**src/rtl/rv64_alu.sv**
```systemverilog
// RV64I integer ALU: combinational result/illegal plus a registered result-and-flags stage.
// Optional M-extension multiply subset (MUL/MULH/MULHSU/MULHU) is built when ALU_MUL_EN is defined.
module rv64_alu (
    input  logic               clk,
    input  logic               reset,
    input  logic               en,
    input  logic [63:0]        rs1,
    input  logic [63:0]        rs2,
    input  logic [2:0]         func3,
    input  logic [6:0]         func7,
    output logic signed [63:0] rd,
    output logic               illegal,
    output logic [63:0]        rd_q,
    output logic               zero_q,
    output logic               neg_q,
    output logic               carry_q,
    output logic               ovf_q,
    output logic               illegal_q
);

    localparam logic [6:0] F7_BASE = 7'b0000000;
    localparam logic [6:0] F7_ALT  = 7'b0100000;
    localparam logic [6:0] F7_MUL  = 7'b0000001;

    logic        sub_s;
    logic [63:0] addend_s;
    logic [64:0] sum_s;
    logic        add_ovf_s;
    logic        sub_ovf_s;
    logic [5:0]  shamt_s;
    logic [63:0] sll_s;
    logic [63:0] srl_s;
    logic [63:0] sra_s;
    logic        slt_s;
    logic        sltu_s;

    logic [63:0] res_s;
    logic        ill_s;
    logic        carry_s;
    logic        ovf_s;

    logic [63:0] rd_d;
    logic        zero_d;
    logic        neg_d;

    // SUB shares the adder as rs1 + ~rs2 + 1 so sum_s[64] is the no-borrow carry.
    assign sub_s     = (func7 == F7_ALT);
    assign addend_s  = sub_s ? ~rs2 : rs2;
    assign sum_s     = {1'b0, rs1} + {1'b0, addend_s} + {64'd0, sub_s};
    assign add_ovf_s = (rs1[63] == rs2[63]) && (sum_s[63] != rs1[63]);
    assign sub_ovf_s = (rs1[63] != rs2[63]) && (sum_s[63] != rs1[63]);

    assign shamt_s = rs2[5:0];
    assign sll_s   = rs1 << shamt_s;
    assign srl_s   = rs1 >> shamt_s;
    assign sra_s   = $signed(rs1) >>> shamt_s;
    assign slt_s   = ($signed(rs1) < $signed(rs2));
    assign sltu_s  = (rs1 < rs2);

`ifdef ALU_MUL_EN
    logic         mul_a_sgn_s;
    logic         mul_b_sgn_s;
    logic [127:0] mul_a_s;
    logic [127:0] mul_b_s;
    logic [127:0] mul_p_s;

    // Sign-extending both operands to 128 bits makes the low 128 product bits exact for every signedness mix.
    assign mul_a_sgn_s = (func3 == 3'b001) || (func3 == 3'b010);
    assign mul_b_sgn_s = (func3 == 3'b001);
    assign mul_a_s     = {{64{mul_a_sgn_s & rs1[63]}}, rs1};
    assign mul_b_s     = {{64{mul_b_sgn_s & rs2[63]}}, rs2};
    assign mul_p_s     = mul_a_s * mul_b_s;
`endif

    // Operation decode and result/flag selection.
    always_comb begin
        res_s   = 64'd0;
        ill_s   = 1'b0;
        carry_s = 1'b0;
        ovf_s   = 1'b0;
        case (func7)
            F7_BASE: begin
                case (func3)
                    3'b000: begin
                        res_s   = sum_s[63:0];
                        carry_s = sum_s[64];
                        ovf_s   = add_ovf_s;
                    end
                    3'b001:  res_s = sll_s;
                    3'b010:  res_s = {63'd0, slt_s};
                    3'b011:  res_s = {63'd0, sltu_s};
                    3'b100:  res_s = rs1 ^ rs2;
                    3'b101:  res_s = srl_s;
                    3'b110:  res_s = rs1 | rs2;
                    3'b111:  res_s = rs1 & rs2;
                    default: res_s = 64'd0;
                endcase
            end
            F7_ALT: begin
                case (func3)
                    3'b000: begin
                        res_s   = sum_s[63:0];
                        carry_s = sum_s[64];
                        ovf_s   = sub_ovf_s;
                    end
                    3'b101:  res_s = sra_s;
                    default: ill_s = 1'b1;
                endcase
            end
            F7_MUL: begin
`ifdef ALU_MUL_EN
                case (func3)
                    3'b000:  res_s = mul_p_s[63:0];
                    3'b001:  res_s = mul_p_s[127:64];
                    3'b010:  res_s = mul_p_s[127:64];
                    3'b011:  res_s = mul_p_s[127:64];
                    default: ill_s = 1'b1;
                endcase
`else
                ill_s = 1'b1;
`endif
            end
            default: ill_s = 1'b1;
        endcase
    end

    assign rd      = $signed(res_s);
    assign illegal = ill_s;
    assign rd_d    = res_s;
    assign zero_d  = (res_s == 64'd0);
    assign neg_d   = res_s[63];

    // Registered result and status flags for the execute/writeback pipeline.
    always_ff @(posedge clk or negedge reset) begin
        if (!reset) begin
            rd_q      <= 64'd0;
            zero_q    <= 1'b0;
            neg_q     <= 1'b0;
            carry_q   <= 1'b0;
            ovf_q     <= 1'b0;
            illegal_q <= 1'b0;
        end else if (en) begin
            rd_q      <= rd_d;
            zero_q    <= zero_d;
            neg_q     <= neg_d;
            carry_q   <= carry_s;
            ovf_q     <= ovf_s;
            illegal_q <= ill_s;
        end else begin
            rd_q      <= rd_q;
            zero_q    <= zero_q;
            neg_q     <= neg_q;
            carry_q   <= carry_q;
            ovf_q     <= ovf_q;
            illegal_q <= illegal_q;
        end
    end

endmodule

```
**config.mk**
```make
export PLATFORM = sky130hd
export DESIGN_NAME = rv64_alu
export DESIGN_NICKNAME = d
export VERILOG_FILES = /design/src/rtl/rv64_alu.sv
export SDC_FILE = /design/constraint.sdc
export NUM_CORES = 1
export LEC_CHECK = 0
export ABC_CLOCK_PERIOD_IN_PS = 15100
export CORE_MARGIN = 2
export CORE_UTILIZATION = 25
export CTS_CLUSTER_DIAMETER = 80
export DETAILED_ROUTE_END_ITERATION = 10
export DONT_BUFFER_PORTS = 1
export MAX_ROUTING_LAYER = met4
export PLACE_DENSITY = 0.47
export SYNTH_ARGS = -nofsm -noshare
export SYNTH_HDL_FRONTEND = slang
export SYNTH_SLANG_ARGS = --single-unit
```
**constraint.sdc**
```tcl
create_clock -name clk -period 15.1 [get_ports clk]
set_input_delay 2.265 -clock clk [delete_from_list [all_inputs] [get_ports clk]]
set_output_delay 2.265 -clock clk [all_outputs]
set_load 0.01 [all_outputs]
```
==> metrics.txt <==
DR pass1 iterations 7; Async SR Flop Fraction 1.00; Yosys cell types 90; FP Rows around 120; Synth Area in Adders 0.133; crit end category output pin; share of cells above drive strength 1 0.131; synthesis-to-layout area growth 5.22%; initial drt markers 4059; Yosys top cell area share 0.134; critical path launch point type input pin; Comb pwr share 0.665; initial antenna violation count 4; Routability Congestion 1.10; final core occ 0.265; Die X 319 um; hold depth 1; Avg Inst Size Synth 7.85 sq um; Compound-Gate Fraction of Synth Area 0.264; most common cell in the netlist ha_1; CP max FO 38; Seq/Total Area, Yosys 0.0686; #FFs+latches synth 68; # H-tree levels 3; PortBufs 0; WL/cell 37.3 um; post-detailed-route count of antenna-violating nets 0; hold buffers post-CTS 0; Worst-Skew Late Latency 0.34 ns; dominant cell type by area after synthesis mux4_2; Core Box Area 0.0984 sq mm; number of synthesized flops with an enable pin 0; Top Family by Delay on Critical Path compound AO/OA/AOI/OAI gates; post-CTS setup buffer count 0; Final period util 0.731; die area 0.102 sq mm; WP data required roughly 13 ns; CTS tree built; RSZ-0062 raised after global routing no; clk root buf clkbuf_16; cell-internal power 0.634 mW; net switching power about 0.62 mW; Worst Reg2Reg Path Length in Cells 1; YS warnings 0; CP endpoint rd[58]; pwr/cell area 48.2 mW/mm^2; relative slew slack 0.0241; total number of vias 27.6k; total of max-cap violations 0; clock tree buffer depth 2; arrival time worst endpoint just under 9 ns; post-synthesis instance total 3160; Post-route DRC 0; worst reg-to-reg setup slack 14.25 ns; clock-pin slew on the worst setup and hold paths ~0.060 ns; post-synthesis xor/xnor area fraction 0.0328; die height 319 um; top cells by area, synth mux4_2, ha_1, mux2i_1; Clock Skew 0 ns; slowest stage cell, crit path or4_1; worst vdd ir 0.0595 mV; initial core utilization 0.252; largest net degree at the start of global routing 207; Net Sw Frac 0.496; Fin. Hold Viols 0; synth cell count leaders ha_1, nand2_1, inv_1; total gr overflow 0; first-pass GRT wire length 217 mm; Clk pwr share 0.183; Pins Over Slew Limit 0; Crit Path Category input pin to output pin; vias per cell 6.50; CP peak stage delay 0.69 ns; # setup viols final 0; layout net count approximately 3.4k; fillers 10.9k; Post-CTS Resized 0; Crit path depth 17; status finished clean; mux cell area share after synthesis 0.264; worst slew pin tran 1.45 ns; min Tclk post-route 11.04 ns; worst r2r src rd_q[63]; Syn Nets between 3k and 4k; Reg power frac 0.152; Setup TNS 0 ns; synthesized cell area ~0.025 sq mm; Ports 275; Worst Setup SP func7[6]; crit path buf inv count 3; CTS Buf Count 9; HP Class flop to flop; number of global-route vias before repair approximately 26k; FF-to-FF End rd_q[63]; CTS Sinks 68; top_reg_cell synth dfrtp_1; final WL around 160 mm; HPWL Detailed 124 mm; fmax 90.5 MHz; leakage power 10.6 nW; largest family of logic cells by synthesized area multiplexers; Simple-Gate Fraction of Synth Area 0.156; gr usage total 0.308; crit-path cells or4_1 -> or3_2 -> buf_4 -> nor2_4 -> buf_4 -> xnor2_1 -> inv_1 -> fa_1 -> nand3b_1 -> a31oi_1 -> o311ai_0 -> a211oi_1 -> o2111ai_1 -> a211oi_1 -> o21a_1 -> mux2i_1 -> o21ai_0
-- through the flow --
| step | setup WS [ns] | power (mW) | area [sq um] | hold WS, ns | std cells |
|---|---|---|---|---|---|
| 6_report | 4.06 | 1.26 | 26100 | 0.561 | 4242 |
| 5_1_grt | 3.70 | 1.30 | 26100 | 0.587 | 4240 |
| 4_1_cts | 4.18 | 1.22 | 26100 | 0.563 | 4238 |
| 3_5_place_dp | 4.21 | 0.987 | 25800 | 0.550 | 4222 |
| 3_3_place_gp | 4.30 | 0.993 | 25800 | 0.547 | 4222 |
| 2_1_floorplan | 5.75 | 0.761 | 24800 | 0.516 | 3160 |
-- layer usage --
metal	GRT usage	part of all wire	vias up
li1	-	-	11500
met1	0.386	0.40	13900
met2	0.460	0.44	1838
met4	0.150	0.061	0
met5	-	0	-
met3	0.0754	0.10	318
-- cell type report --
class / instances / area (sq um) / area share
inverter: 226 / 852 / 0.0326
timing repair buffer: 57 / 440 / 0.0169
clock inverter: 7 / 100 / 0.00384
antenna: 4 / 10.0 / 0.000384
clock buffer: 9 / 225 / 0.00863
sequential: 68 / 1700 / 0.0652
multi-input combinational: 2584 / 21200 / 0.811
tap: 1287 / 1610 / 0.0617
-- worst min-delay path by stage --
stage / start / to / slack (ns)
5_1_grt: rd_q[55] / rd_q[55] / 0.59
6_report: rd_q[55] / rd_q[55] / 0.56
4_1_cts: rd_q[55] / rd_q[55] / 0.56
3_3_place_gp: rd_q[55] / rd_q[55] / 0.55
3_5_place_dp: rd_q[55] / rd_q[55] / 0.55
2_1_floorplan: rd_q[55] / rd_q[55] / 0.52
-- registers in the layout (all words and copies together), names as in the netlist --
signal	count
rd_q	64
ovf_q	1
illegal_q	1
carry_q	1
zero_q	1
-- power groups by stage --
stage / combinational (mW) / sequential, mW / clock, mW
after global placement: 0.798 / 0.195 / 0
after global routing: 0.868 / 0.192 / 0.242
final: 0.836 / 0.192 / 0.229
after detailed placement: 0.792 / 0.195 / 0
after floorplan: 0.568 / 0.193 / 0
after CTS: 0.796 / 0.192 / 0.233
-- cell usage in the layout (no fill, tap or decap), types with 15 or more instances in the layout --
cell      netlist  layout
buf_4           8      56
nor3_1         61      58
and2_1         21      21
a211oi_1       54      54
ha_1          262     262
o211ai_1       39      39
a21oi_1       187     187
mux2_2        116     116
nand4_1        51      51
mux2i_1       179     179
nor2_1        208     204
nor4_1         32      31
a31oi_1        34      34
a22oi_1        55      55
a22o_1         34      34
o31ai_1        21      21
mux4_2        148     148
a21o_1         33      33
a221oi_1       31      31
o221ai_1       20      20
dfrtp_1        68      68
nand2_1       254     254
nand2b_1       33      33
o21a_1         26      26
nand3_1        43      43
or3_1          18      17
inv_1         223     221
o21bai_1       15      15
xnor2_1        82      82
o22ai_1        78      78
o21ai_0       175     175
-- cells by family after synthesis --
| logic type | count (synthesis) |
|---|---|
| adders and majority gates | 263 |
| buffers and inverters | 508 |
| and+or+nand+nor | 806 |
| AOI/OAI and AO/OA | 968 |
| DFF | 68 |
| xor gates and xnor gates | 93 |
| muxes | 454 |
(Power assumes the default switching activity.)
